==> config.mk <==
export PLATFORM = sky130hd
export DESIGN_NAME = urna_voting_machine_flat
export DESIGN_NICKNAME = d
export VERILOG_FILES = /design/src/rtl/urna_pkg.sv /design/src/rtl/urna_voting_machine_if.sv /design/src/rtl/urna_edge_detect.sv /design/src/rtl/urna_voting_machine.sv /design/src/flat_wrapper.sv
export SDC_FILE = /design/constraint.sdc
export NUM_CORES = 1
export LEC_CHECK = 0
export CAP_MARGIN = 25
export CORE_ASPECT_RATIO = 0.75
export CORE_MARGIN = 3
export CORE_UTILIZATION = 53
export DETAILED_ROUTE_END_ITERATION = 8
export GPL_TIMING_DRIVEN = 0
export PLACE_DENSITY_LB_ADDON = 0.05
export REMOVE_ABC_BUFFERS = 1
export SETUP_SLACK_MARGIN = 0.4
export SLEW_MARGIN = 20
export SYNTH_ARGS = -nofsm -noshare
export SYNTH_HDL_FRONTEND = slang
export SYNTH_SLANG_ARGS = --single-unit
==> constraint.sdc <==
create_clock -name clk -period 2.4 [get_ports clk]
set_input_delay 0.6 -clock clk [delete_from_list [all_inputs] [get_ports clk]]
set_output_delay 0.6 -clock clk [all_outputs]
set_load 0.01 [all_outputs]
==> src/rtl/urna_pkg.sv <==
// urna_pkg: shared state encoding, candidate codes and saturating counter helper
package urna_pkg;
  typedef enum logic [2:0] {IDLE = 3'd0, D1 = 3'd1, D2 = 3'd2, D3 = 3'd3, FULL = 3'd4} state_e;
  localparam logic [15:0] CODE_C1 = 16'h3494;
  localparam logic [15:0] CODE_C2 = 16'h3485;
  localparam logic [15:0] CODE_C3 = 16'h3472;
  localparam logic [15:0] CODE_C4 = 16'h3504;
  localparam logic [7:0] COUNT_MAX = 8'd255;
  function automatic logic [7:0] sat_inc(input logic [7:0] x);
    return x == COUNT_MAX ? x : x + 8'd1;
  endfunction
endpackage

==> src/rtl/urna_voting_machine_if.sv <==
// urna_voting_machine_if: keypad strobes in, tallies and vote-in-progress flag out
interface urna_voting_machine_if;
  logic [3:0] digit;
  logic valid;
  logic finish;
  logic [7:0] c1, c2, c3, c4, nulo;
  logic status;
  modport master(output digit, valid, finish, input c1, c2, c3, c4, nulo, status);
  modport slave(input digit, valid, finish, output c1, c2, c3, c4, nulo, status);
endinterface

==> src/rtl/urna_edge_detect.sv <==
// urna_edge_detect: registers the previous sample and flags a rise (or fall when FALL=1)
module urna_edge_detect #(
  parameter bit FALL = 1'b0
) (
  input  logic clk,
  input  logic rst_n,
  input  logic d,
  output logic pulse
);
  logic q;
  always_ff @(posedge clk)
    if (!rst_n) q <= 1'b0;
    else q <= d;
  assign pulse = FALL ? (q & ~d) : (~q & d);
endmodule

==> src/rtl/urna_voting_machine.sv <==
// urna_voting_machine: collects a 4-digit BCD code and tallies it on a Finish rise
module urna_voting_machine
  import urna_pkg::*;
(
  input logic clk,
  input logic rst_n,
  urna_voting_machine_if.slave bus
);
  localparam logic [2:0] S_IDLE = 3'(IDLE);
  localparam logic [2:0] S_FULL = 3'(FULL);
  logic v_fall, f_rise;
  logic [2:0] state;
  logic [15:0] code_q;
  logic [7:0] c1, c2, c3, c4, nulo;
  logic full, h1, h2, h3, h4, hn;
  urna_edge_detect #(.FALL(1'b1)) u_valid (.clk(clk), .rst_n(rst_n), .d(bus.valid), .pulse(v_fall));
  urna_edge_detect #(.FALL(1'b0)) u_finish (.clk(clk), .rst_n(rst_n), .d(bus.finish), .pulse(f_rise));
  always_comb begin
    full = state == S_FULL;
    h1 = full && code_q == CODE_C1;
    h2 = full && code_q == CODE_C2;
    h3 = full && code_q == CODE_C3;
    h4 = full && code_q == CODE_C4;
    hn = state != S_IDLE && !(h1 || h2 || h3 || h4);
  end
  // digits shift in from the right, so after four the first one sits in the MS nibble
  always_ff @(posedge clk)
    if (!rst_n) begin
      state <= S_IDLE;
      code_q <= '0;
      c1 <= '0;
      c2 <= '0;
      c3 <= '0;
      c4 <= '0;
      nulo <= '0;
    end else if (f_rise) begin
      c1 <= h1 ? sat_inc(c1) : c1;
      c2 <= h2 ? sat_inc(c2) : c2;
      c3 <= h3 ? sat_inc(c3) : c3;
      c4 <= h4 ? sat_inc(c4) : c4;
      nulo <= hn ? sat_inc(nulo) : nulo;
      state <= S_IDLE;
      code_q <= '0;
    end else if (v_fall && !full) begin
      code_q <= {code_q[11:0], bus.digit};
      state <= state + 3'd1;
    end
  assign bus.c1 = c1;
  assign bus.c2 = c2;
  assign bus.c3 = c3;
  assign bus.c4 = c4;
  assign bus.nulo = nulo;
  assign bus.status = state != S_IDLE;
endmodule

==> src/flat_wrapper.sv <==
// flat-port wrapper written by rule: the top's interface ports become plain ports
module urna_voting_machine_flat import urna_pkg::*;
  (clk, rst_n, bus_digit, bus_valid, bus_finish, bus_c1, bus_c2, bus_c3, bus_c4, bus_nulo, bus_status);
  urna_voting_machine_if bus_i ();
  input logic clk;
  input logic rst_n;
  input wire logic [$bits(bus_i.digit)-1:0] bus_digit;
  input wire logic [$bits(bus_i.valid)-1:0] bus_valid;
  input wire logic [$bits(bus_i.finish)-1:0] bus_finish;
  output wire logic [$bits(bus_i.c1)-1:0] bus_c1;
  output wire logic [$bits(bus_i.c2)-1:0] bus_c2;
  output wire logic [$bits(bus_i.c3)-1:0] bus_c3;
  output wire logic [$bits(bus_i.c4)-1:0] bus_c4;
  output wire logic [$bits(bus_i.nulo)-1:0] bus_nulo;
  output wire logic [$bits(bus_i.status)-1:0] bus_status;
  assign bus_i.digit = bus_digit;
  assign bus_i.valid = bus_valid;
  assign bus_i.finish = bus_finish;
  assign bus_c1 = bus_i.c1;
  assign bus_c2 = bus_i.c2;
  assign bus_c3 = bus_i.c3;
  assign bus_c4 = bus_i.c4;
  assign bus_nulo = bus_i.nulo;
  assign bus_status = bus_i.status;
  urna_voting_machine u_core (.clk(clk), .rst_n(rst_n), .bus(bus_i));
endmodule
==> results.yml <==
floorplan:
  rows: 22
  ios: 49
  die_w_um: 91.2
  die_h_um: 69.9
  core_um2: 5060
  die_area_um2: 6370
  start_util: 0.570
grt:
  grt_use_total: 0.219
  antenna_found_initial: 0
  first_global_vias: 2532
  use_met3: 0.0678
  grt.met1_usage: 0.283
  grt_max_degree: 29
  grt_first_pass_wirelength_um: 11500
  use_met2: 0.347
  top_usage_layer: "met2"
  grt-ovfl-total: 0
worst_setup_path:
  path_buf_inv: 0
  r2r-start: "u_core.code_q[8]"
  slowest_stage: "or4_1"
  cp-start-kind: "register"
  crit_fanout: 7
  cp-end-kind: "register"
  rrSetupSlack_ns: 0.39
  crit_chain: "and4bb_2, o31ai_1, or3_4, or4_1, a21oi_1"
  r2r_end: "u_core.bus.c1[7]"
  crit_family: "simple AND/OR/NAND/NOR gates"
  max_stage_delay_ns: 0.47
  required_ns: 2.66
  worstPathArrival_ns: 2.27
  rr_worst_depth: 5
  path_class: "register to register"
sta:
  tightest_slew_ns: 0.642
  post-route-period-util: 0.837
  max_slew_margin: 0.568
  period_minus_slack_ns: 2.01
  setup_viol: 0
  hold_viol_final: 0
  fin_skew_ns: 0.00817
  rsz0062_at_grt: "yes"
  max_freq_mhz: 498
  fin_ws_ns: 0.392
  slew_viol_final: 0
synthesis:
  synth_cell_type_count: 40
  syn_area_per_cell_um2: 8.49
  ys_ff_latch: 61
  syn_inst: 340
  synth_area_um2: 2890
  ys_warn_count: 0
  synth_seq_area_share: 0.423
clock_tree:
  cts_root_buf: "clkbuf_8"
  clkSinkCount: 61
  cts_tree: "yes"
  clk_latency_ns: 0.34
  clk_pin_slew_ns: 0.06
  clockBufferDepth: 2
  htreeDepth: 3
  numCtsBuffers: 9
routing:
  drc: 0
  wire_per_inst_um: 14.3
  vias: 2624
  ant_nets: 0
  routed_wirelength_um: 6710
  first_pass_iters: 4
  viasPerCell: 5.61
  dr.first_iter.drc_count: 149
placed_design:
  port-buffer-count: 48
  dpl_worst_slack_ns: -0.612
  dpl.hpwl_um: 4410
  routabilityCongestion: 0.789
final_layout:
  layout-drive-gt1-share: 0.144
  final_net_count: 406
  multi_input_area_um2: 1660
  postLayoutCoreUtil: 0.730
  insertedDiodeCount: 0
  area_growth_pct: 28.2
  fillerInstances: 425
  seq_area_um2: 1230
power:
  p_total_uw: 1840
  combPwrFrac: 0.034
  seqPwrFrac: 0.554
  ir_worst_vdd_mv: 0.285
  leakage_uw: 0.00126
  clkPwrFrac: 0.411
  p_int_uw: 1410
  cellPowerDensity_nw_per_um2: 497
  swShare: 0.236
  p_sw_uw: 433
hold_path:
  hold_end: "u_core.code_q[12]"
  hp-class: "register to register"
  worstHoldPathCells: 2
  min-delay-start: "u_core.code_q[12]"
job:
  drv_cap: 0
status:
  status: "finished, final reports clean"
## registers in the layout (all words and copies together) (netlist names)
name and cells:
u_core.u_finish.q 1, u_core.bus.c4 8, u_core.bus.c1 8, u_core.u_valid.q 1, u_core.bus.c3 8, u_core.code_q 16, u_core.bus.c2 8, u_core.state 3
u_core.bus.nulo 8
## logic make-up (layout without fill, tap and decap cells)
family,count (synthesis),in the layout,synth area share
and+or+nand+nor,171,171,0.324
DFF,61,61,0.423
AOI/OAI and AO/OA,49,49,0.0984
buffers and inverters,23,79,0.0304
xor gates and xnor gates,17,17,0.0516
muxes,12,12,0.0416
adders and majority gates,7,7,0.0304
## metrics by stage
stage,hold WS (ns),instances,instance area (µm²),setup TNS (ns)
final,0.467,468,3700,0
after global routing,0.509,468,3700,0
after CTS,0.467,468,3680,0
after detailed placement,0.458,447,3410,-14.55
after global placement,0.456,446,3400,-11.46
after floorplan,0.440,326,2830,0
## worst max path at each step
stage          slack, ns                 end        startpoint  cells after the start
2_1_floorplan       0.21    u_core.bus.c1[7]        bus_finish                      5
3_3_place_gp       -0.56    u_core.bus.c1[7]        bus_finish                      6
3_5_place_dp       -0.61    u_core.bus.c1[7]        bus_finish                      6
4_1_cts             0.38    u_core.bus.c1[7]  u_core.code_q[6]                      4
5_1_grt             0.34  u_core.bus.nulo[6]  u_core.code_q[8]                      5
6_report            0.39    u_core.bus.c1[7]  u_core.code_q[8]                      5
## power by group through the flow
stage / logic (µW) / registers [µW] / clock network, µW
6_report: 63.1 / 1020 / 756
4_1_cts: 63.6 / 1020 / 766
3_5_place_dp: 62.4 / 1040 / 0
2_1_floorplan: 29.7 / 1040 / 0
3_3_place_gp: 58.9 / 1040 / 0
5_1_grt: 70.0 / 1020 / 815
## tightest hold or removal path, stage by stage, from the launching register on
cell and delay, ns:
dfxtp_1 0.32, nand2_1 0.05, a21oi_1 0.05
## per-layer routing
layer	share of wire	vias up	wire [µm]
li1	-	1305	-
met1	0.50	1257	3320
met2	0.45	55	3010
met3	0.048	7	319
met4	0.0079	0	53
met5	0	-	0
## cells in the mapped netlist, drive strengths merged
cell type / number / area share
xnor2: 16 / 0.049
o31ai: 6 / 0.016
nor4b: 6 / 0.020
nand4b: 1 / 0.0052
or4: 4 / 0.010
or3b: 2 / 0.0061
clkbuf: 13 / 0.017
nor4bb: 2 / 0.0069
nor2b: 1 / 0.0022
nand2b: 10 / 0.022
nor2: 25 / 0.033
nand4: 8 / 0.017
nor3b: 2 / 0.0069
or4b: 1 / 0.0048
a21oi: 29 / 0.050
dfxtp: 61 / 0.42
mux2i: 12 / 0.042
and4: 2 / 0.0061
nor4: 14 / 0.033
and2: 6 / 0.013
xor2: 1 / 0.0030
a31o: 1 / 0.0030
or3: 5 / 0.011
nor3: 6 / 0.012
o31a: 1 / 0.0030
inv: 9 / 0.012
o21a: 5 / 0.013
and3: 4 / 0.0087
o21ai: 6 / 0.010
nand3: 16 / 0.028
o2111ai: 1 / 0.0030
nand2: 54 / 0.070
and4bb: 2 / 0.0087
ha: 7 / 0.030
buf: 1 / 0.0017
## cell usage in the layout, fill, tap and decap left out, types with 5 or more instances in the layout
cell type and count:
nor4_1 12, clkdlybuf4s50_1 45, xnor2_1 16, nand3_1 16, o31ai_1 6, nor2_1 25
mux2i_1 12, dfxtp_2 10, inv_1 8, nand4_1 8, o21a_1 5, a21oi_1 28
buf_4 5, and2_1 5, nand2_1 53, clkbuf_8 9, nand2b_1 10, ha_1 6
dfxtp_1 51
## timing repair
item | 4_1_cts | 5_1_grt
resized for setup | 18 | 19
pin swaps | 3 | 0
endpoints found under the setup margin | 60 | 51
buffers inserted | 5 | 0
hold buffers | 0 | 0
## layout make-up
cell class | instances | share of cell area
multi-input combinational | 256 | 0.449
sequential | 61 | 0.333
timing repair buffer | 54 | 0.140
clock buffer | 11 | 0.0355
tap | 72 | 0.0243
inverter | 9 | 0.00981
clock inverter | 5 | 0.00744
(Power assumes the default switching activity.)
==> variant 1 (config.mk and constraints unchanged) <==
`FALL` is set to 1'b0 in 2 places; all go to 1'b1.
--- a/src/rtl/urna_edge_detect.sv
+++ b/src/rtl/urna_edge_detect.sv
@@ -1,5 +1,5 @@
 // urna_edge_detect: registers the previous sample and flags a rise (or fall when FALL=1)
 module urna_edge_detect #(
-  parameter bit FALL = 1'b0
+  parameter bit FALL = 1'b1
 ) (
   input  logic clk,
--- a/src/rtl/urna_voting_machine.sv
+++ b/src/rtl/urna_voting_machine.sv
@@ -15,5 +15,5 @@
   logic full, h1, h2, h3, h4, hn;
   urna_edge_detect #(.FALL(1'b1)) u_valid (.clk(clk), .rst_n(rst_n), .d(bus.valid), .pulse(v_fall));
-  urna_edge_detect #(.FALL(1'b0)) u_finish (.clk(clk), .rst_n(rst_n), .d(bus.finish), .pulse(f_rise));
+  urna_edge_detect #(.FALL(1'b1)) u_finish (.clk(clk), .rst_n(rst_n), .d(bus.finish), .pulse(f_rise));
   always_comb begin
     full = state == S_FULL;
Function: changed (Yosys sat finds a counterexample within 4 cycles, from zero or initial values and one cycle with rst_n low).
==> variant 1 against the original RTL <==
  * Synthesized cell count is the same
  * Combinational power grew 20%
  * Die area shrank 0.48%
  * Synthesized area shrank 0.52%
  * Sequential cell count is the same
  * Count of clock-buffer cells in the layout is the same
  * Total power grew 12%
  * Setup slack lost 0.029 ns
  * Routed wire length grew 2.4%
  * Design area grew 5.5%
  * Sequential share of layout area shrank 1.6 points
  * Largest cell class unchanged
  * Largest power group unchanged
  * Highest routed layer unchanged
==> variant 1: results (changes against the original RTL) <==
** Setup path
- The longest individual stage delay on the worst path was 0.57 ns (was 0.47 ns).
- The maximum fanout along the worst path came to 5 (was 7).
- WP data arrival :: 2.30 ns (was 2.27 ns)

** Yosys
- Count of distinct cell types in the synthesized netlist :: 39 (was 40)
- Ranking of synthesized cells by area :: dfxtp_1, nand2_1, a21oi_1, xnor2_1, mux2i_1 (unchanged)
- The sequential fraction of the synthesis area was 42.5% (was 42.3%).
- Area share of xor/xnor cells in the synthesized design :: 5.19% (was 5.16%)
- The synthesized-area fraction occupied by adder cells was 3.05% (was 3.04%).
- The complex-gate fraction of the synthesized area is 9.90% (was 9.84%).

** Layout
- Final nets :: 421 (was 406)
- The share of cells above drive strength 1 was 18.5% (was 14.4%).
- The final standard cell count with taps included and fillers excluded came to 483 (was 468).

** Route
- Average detailed-routed wire length per instance :: 14.2 µm (was 14.3 µm)
- Routed length on met3 :: 441 µm (was 319 µm)
- Number of design-rule violations left by the first detailed-router iteration :: 178 (was 149)
- The met1 wire length came to 3.22 mm (was 3.32 mm).
- The routed via count divided by cell count came to 5.58 (was 5.61).

** Global routing
- The all-layer global routing usage came to 20.8% (was 21.9%).
- Met2 Usage GRT :: 30.8% (was 34.7%)
- The global routing met3 resource utilization was 6.83% (was 6.78%).
- Vias in the first global route :: 2335 (was 2532)
- Wire length of the first global-routing pass :: 10.8 mm (was 11.5 mm)
- The met1 track utilization from global routing is 28.6% (was 28.3%).

** Power
- Reported leakage power :: 0.00129 µW (was 0.00126 µW)
- The switching fraction of total power is 21.2% (was 23.6%).
- The peak supply drop came to 0.326 mV (was 0.285 mV).

** Placed design
- The setup slack after placement was -0.866 ns (was -0.612 ns).
- DPL Wire Length :: 4.31 mm (was 4.41 mm)
- The routability congestion estimate from global placement came to 0.792 (was 0.789).

** Run status
- Outcome :: complete, no violations (unchanged)
[variant 1: changes by cell type in the layout (fill, tap and decap cells not counted), sizes merged]
cell           delta
and2              -1
clkdlybuf4s15     +2
clkbuf            -1
inv               -1
bufinv            +2
dlygate4sd2       -1
buf              +14
clkinvlp          +1
nor2              +1
clkinv            -1
[variant 1: final timing paths]
| path | start | to | cells after the start | slack (ns) |
|---|---|---|---|---|
| setup / recovery | u_core.code_q[1]$_SDFFE_PP0P_ | u_core.bus.c1[7]$_SDFFE_PN0P_ | 4 | 0.36 |
| hold / removal | u_core.code_q[14]$_SDFFE_PP0P_ | u_core.code_q[14]$_SDFFE_PP0P_ | 2 | 0.48 |
| setup reg to reg | u_core.code_q[1]$_SDFFE_PP0P_ | u_core.bus.c1[7]$_SDFFE_PN0P_ | 4 | 0.36 |
| hold reg to reg | u_core.code_q[14]$_SDFFE_PP0P_ | u_core.code_q[14]$_SDFFE_PP0P_ | 2 | 0.48 |
[variant 1: repair_timing]
| item | CTS | global route |
|---|---|---|
| gates cloned | 1 | 0 |
| pin swaps | 6 | 10 |
| gates resized for setup | 18 | 32 |
| setup buffers | 7 | 12 |
| setup endpoints to repair | 61 | 31 |
| endpoints found under the hold margin | 0 | 0 |
[variant 1: layout make-up]
| class | count | area [µm²] |
|---|---|---|
| repair buffers | 68 | 638 |
| flip-flops and latches | 61 | 1240 |
| repair inverters | 1 | 7.51 |
| well taps | 72 | 90.1 |
| clock buffers | 11 | 131 |
| fillers | 376 | 1160 |
| multi-input cells | 256 | 1690 |
| inverters | 9 | 37.5 |
| clock inverters | 5 | 75.1 |
[variant 1: tightest hold or removal path: stages, from the launching register on]
cell and delay [ns]:
dfxtp_1 0.32, nand2_1 0.06, a21oi_1 0.05
==> variant 2 (same flow settings) <==
Without the edit above. Register the output `bus.status`, without a reset; this adds one clock of latency there.
--- a/src/rtl/urna_voting_machine.sv
+++ b/src/rtl/urna_voting_machine.sv
@@ -51,5 +51,7 @@
   assign bus.c4 = c4;
   assign bus.nulo = nulo;
-  assign bus.status = state != S_IDLE;
+  always_ff @(posedge clk) begin
+    bus.status <= state != S_IDLE;
+  end
 endmodule
 
Formal check against the unedited RTL: not equivalent (a bounded check fails within 4 cycles, from zero or initial values and one cycle with rst_n low).
==> variant 2 against the original RTL <==
  * Utilization increased by 2.9 points
  * Synthesized area increased by 0.69%
  * Setup slack got worse by 0.045 ns
  * Design area increased by 4.6%
  * Sequential cell count increased by 1
  * Routed wire length increased by 2.1%
  * Critical path depth decreased by 1
  * Total power increased by 4.9%
  * Combinational power increased by 4.3%
  * Die area increased by 0.64%
  * Critical path type unchanged
  * Critical endpoint unchanged
  * Largest power group unchanged
==> variant 2: results (changes against the original RTL) <==
** Yosys
- Area share of xor/xnor cells in the synthesized design :: 5.12% (was 5.16%)
- The synthesized area per cell is 8.52 µm² (was 8.49 µm²).
- Ranking of synthesized cells by area :: dfxtp_1, nand2_1, a21oi_1, xnor2_1, mux2i_1 (unchanged)
- The synthesized-area fraction occupied by adder cells is 3.01% (was 3.04%).
- Mux share of post-synthesis cell area :: 4.13% (was 4.16%)
- Cell types with the highest counts after synthesis :: dfxtp_1, nand2_1, a21oi_1, nor2_1 (unchanged)
- Compound-cell area share of the yosys netlist :: 9.78% (was 9.84%)
- Fraction of the yosys area taken by sequential cells :: 42.7% (was 42.3%)

** Global routing
- The number of global-route vias before repair was 2457 (was 2532).
- Initial antenna violation count :: 0 (unchanged)
- Wire length of the first global-routing pass :: 11.3 mm (was 11.5 mm)
- The all-layer global routing usage was 21.6% (was 21.9%).

** Route
- The routed via count divided by cell count is 5.58 (was 5.61).
- Number of design-rule violations left by the first detailed-router iteration :: 134 (was 149)
- The wire length per cell after detailed routing is 14.4 µm (was 14.3 µm).
- The total length of routed wires was 6.85 mm (was 6.71 mm).
- First-pass iteration count of the detailed router :: 5 (was 4)

** Hold path
- The kind of path behind the tightest hold check is register to register (unchanged).
- The number of cells on the worst hold path came to 2 (unchanged).

** Clocking
- The clock-pin slew of the registers on the worst-case setup and hold paths was 0.06 ns (about the same).
- Number of setup buffers added after CTS :: 8 (was 5)
- The H-tree depth is 3 (unchanged).
- Clock root buffer :: clkbuf_8 (unchanged)
- The total clock buffers created by CTS is 9 (unchanged).
- Post-cts repair resize count :: 13 (was 18)

** Power
- Switching power of the nets :: 425 µW (was 433 µW)
- The peak supply drop was 0.461 mV (was 0.285 mV).
- The power of the combinational group came to 65.8 µW (was 63.1 µW).
- The static leakage came to 0.00130 µW (was 0.00126 µW).
- Share of power burned in the clock network :: 42.8% (was 41.1%)
- Switch share :: 22.0% (was 23.6%)

** Layout
- Number of flip-flops under the largest register name :: 16 (unchanged)
- Final nets :: 416 (was 406)
- The share of cells above drive strength 1 was 18.1% (was 14.4%).
- Antenna fix cells :: 0 (unchanged)
- The register with the most flip-flops was u_core.code_q (unchanged).

** Setup path
- Delay of the slowest critical-path stage :: 0.60 ns (was 0.47 ns)
- Critical path fanouts, max :: 7 (unchanged)
- WS Path Type :: register to register (unchanged)
- The family with the most delay on the worst path is simple AND/OR/NAND/NOR gates (unchanged).
- The number of cells on the worst reg-to-reg path is 4 (was 5).
- Slowest stage cell on the critical path :: or4b_4 (was or4_1)
- The register-to-register setup slack is 0.35 ns (was 0.39 ns).
- WP data arrival :: 2.31 ns (was 2.27 ns)
- FF-to-FF Start :: u_core.code_q[1]$_SDFFE_PP0P_ (was u_core.code_q[8]$_SDFFE_PP0P_)

** Placed design
- The routability congestion estimate from global placement was 0.774 (was 0.789).
- The cell count after placement was 448 (was 447).
- DPL Wire Length :: 4.19 mm (was 4.41 mm)

** Run status
- Outcome: complete, no violations (unchanged).

** STA
- The worst relative slew slack is 37.5% (was 56.8%).
- Worst Skew :: 0.00603 ns (was 0.00817 ns)
## variant 2: cell types whose count changed after synthesis, sizes merged
cell,before,now
dfxtp,61,62
## variant 2: worst min-delay path by stage
stage	start	slack, ns	to
final	u_core.code_q[12]$_SDFFE_PP0P_	0.47	u_core.code_q[12]$_SDFFE_PP0P_
after global routing	u_core.state[1]$_SDFFE_PP0P_	0.49	u_core.state[1]$_SDFFE_PP0P_
after CTS	u_core.code_q[12]$_SDFFE_PP0P_	0.47	u_core.code_q[12]$_SDFFE_PP0P_
after detailed placement	u_core.code_q[12]$_SDFFE_PP0P_	0.46	u_core.code_q[12]$_SDFFE_PP0P_
after global placement	u_core.code_q[12]$_SDFFE_PP0P_	0.45	u_core.code_q[12]$_SDFFE_PP0P_
after floorplan	u_core.code_q[12]$_SDFFE_PP0P_	0.44	u_core.code_q[12]$_SDFFE_PP0P_
## variant 2: per-layer routing
layer | vias to the layer above | track usage, % | share of wire (%)
li1 | 1331 | - | -
met1 | 1240 | 28.1 | 47
met2 | 75 | 33.4 | 47
met3 | 9 | 6.24 | 4.6
met4 | 0 | 9.36 | 1.2
met5 | - | 0 | 0
## variant 2: cell type report
class                   count  area [µm²]
repair buffers             63         594
clock buffers              13         169
clock inverters             1        5.00
fillers                   366        1220
multi-input cells         256        1720
well taps                  72        90.1
inverters                   9        33.8
flip-flops and latches     62        1260
## variant 2: stage by stage
step | TNS [ns] | hold slack [ns] | worst slack (ns) | cell area (µm²)
after global routing | 0 | 0.487 | 0.303 | 3870
after CTS | 0 | 0.467 | 0.321 | 3710
after floorplan | 0 | 0.440 | 0.214 | 2850
after detailed placement | -13.19 | 0.458 | -0.592 | 3430
after global placement | -12.26 | 0.455 | -0.569 | 3420
final | 0 | 0.467 | 0.348 | 3870
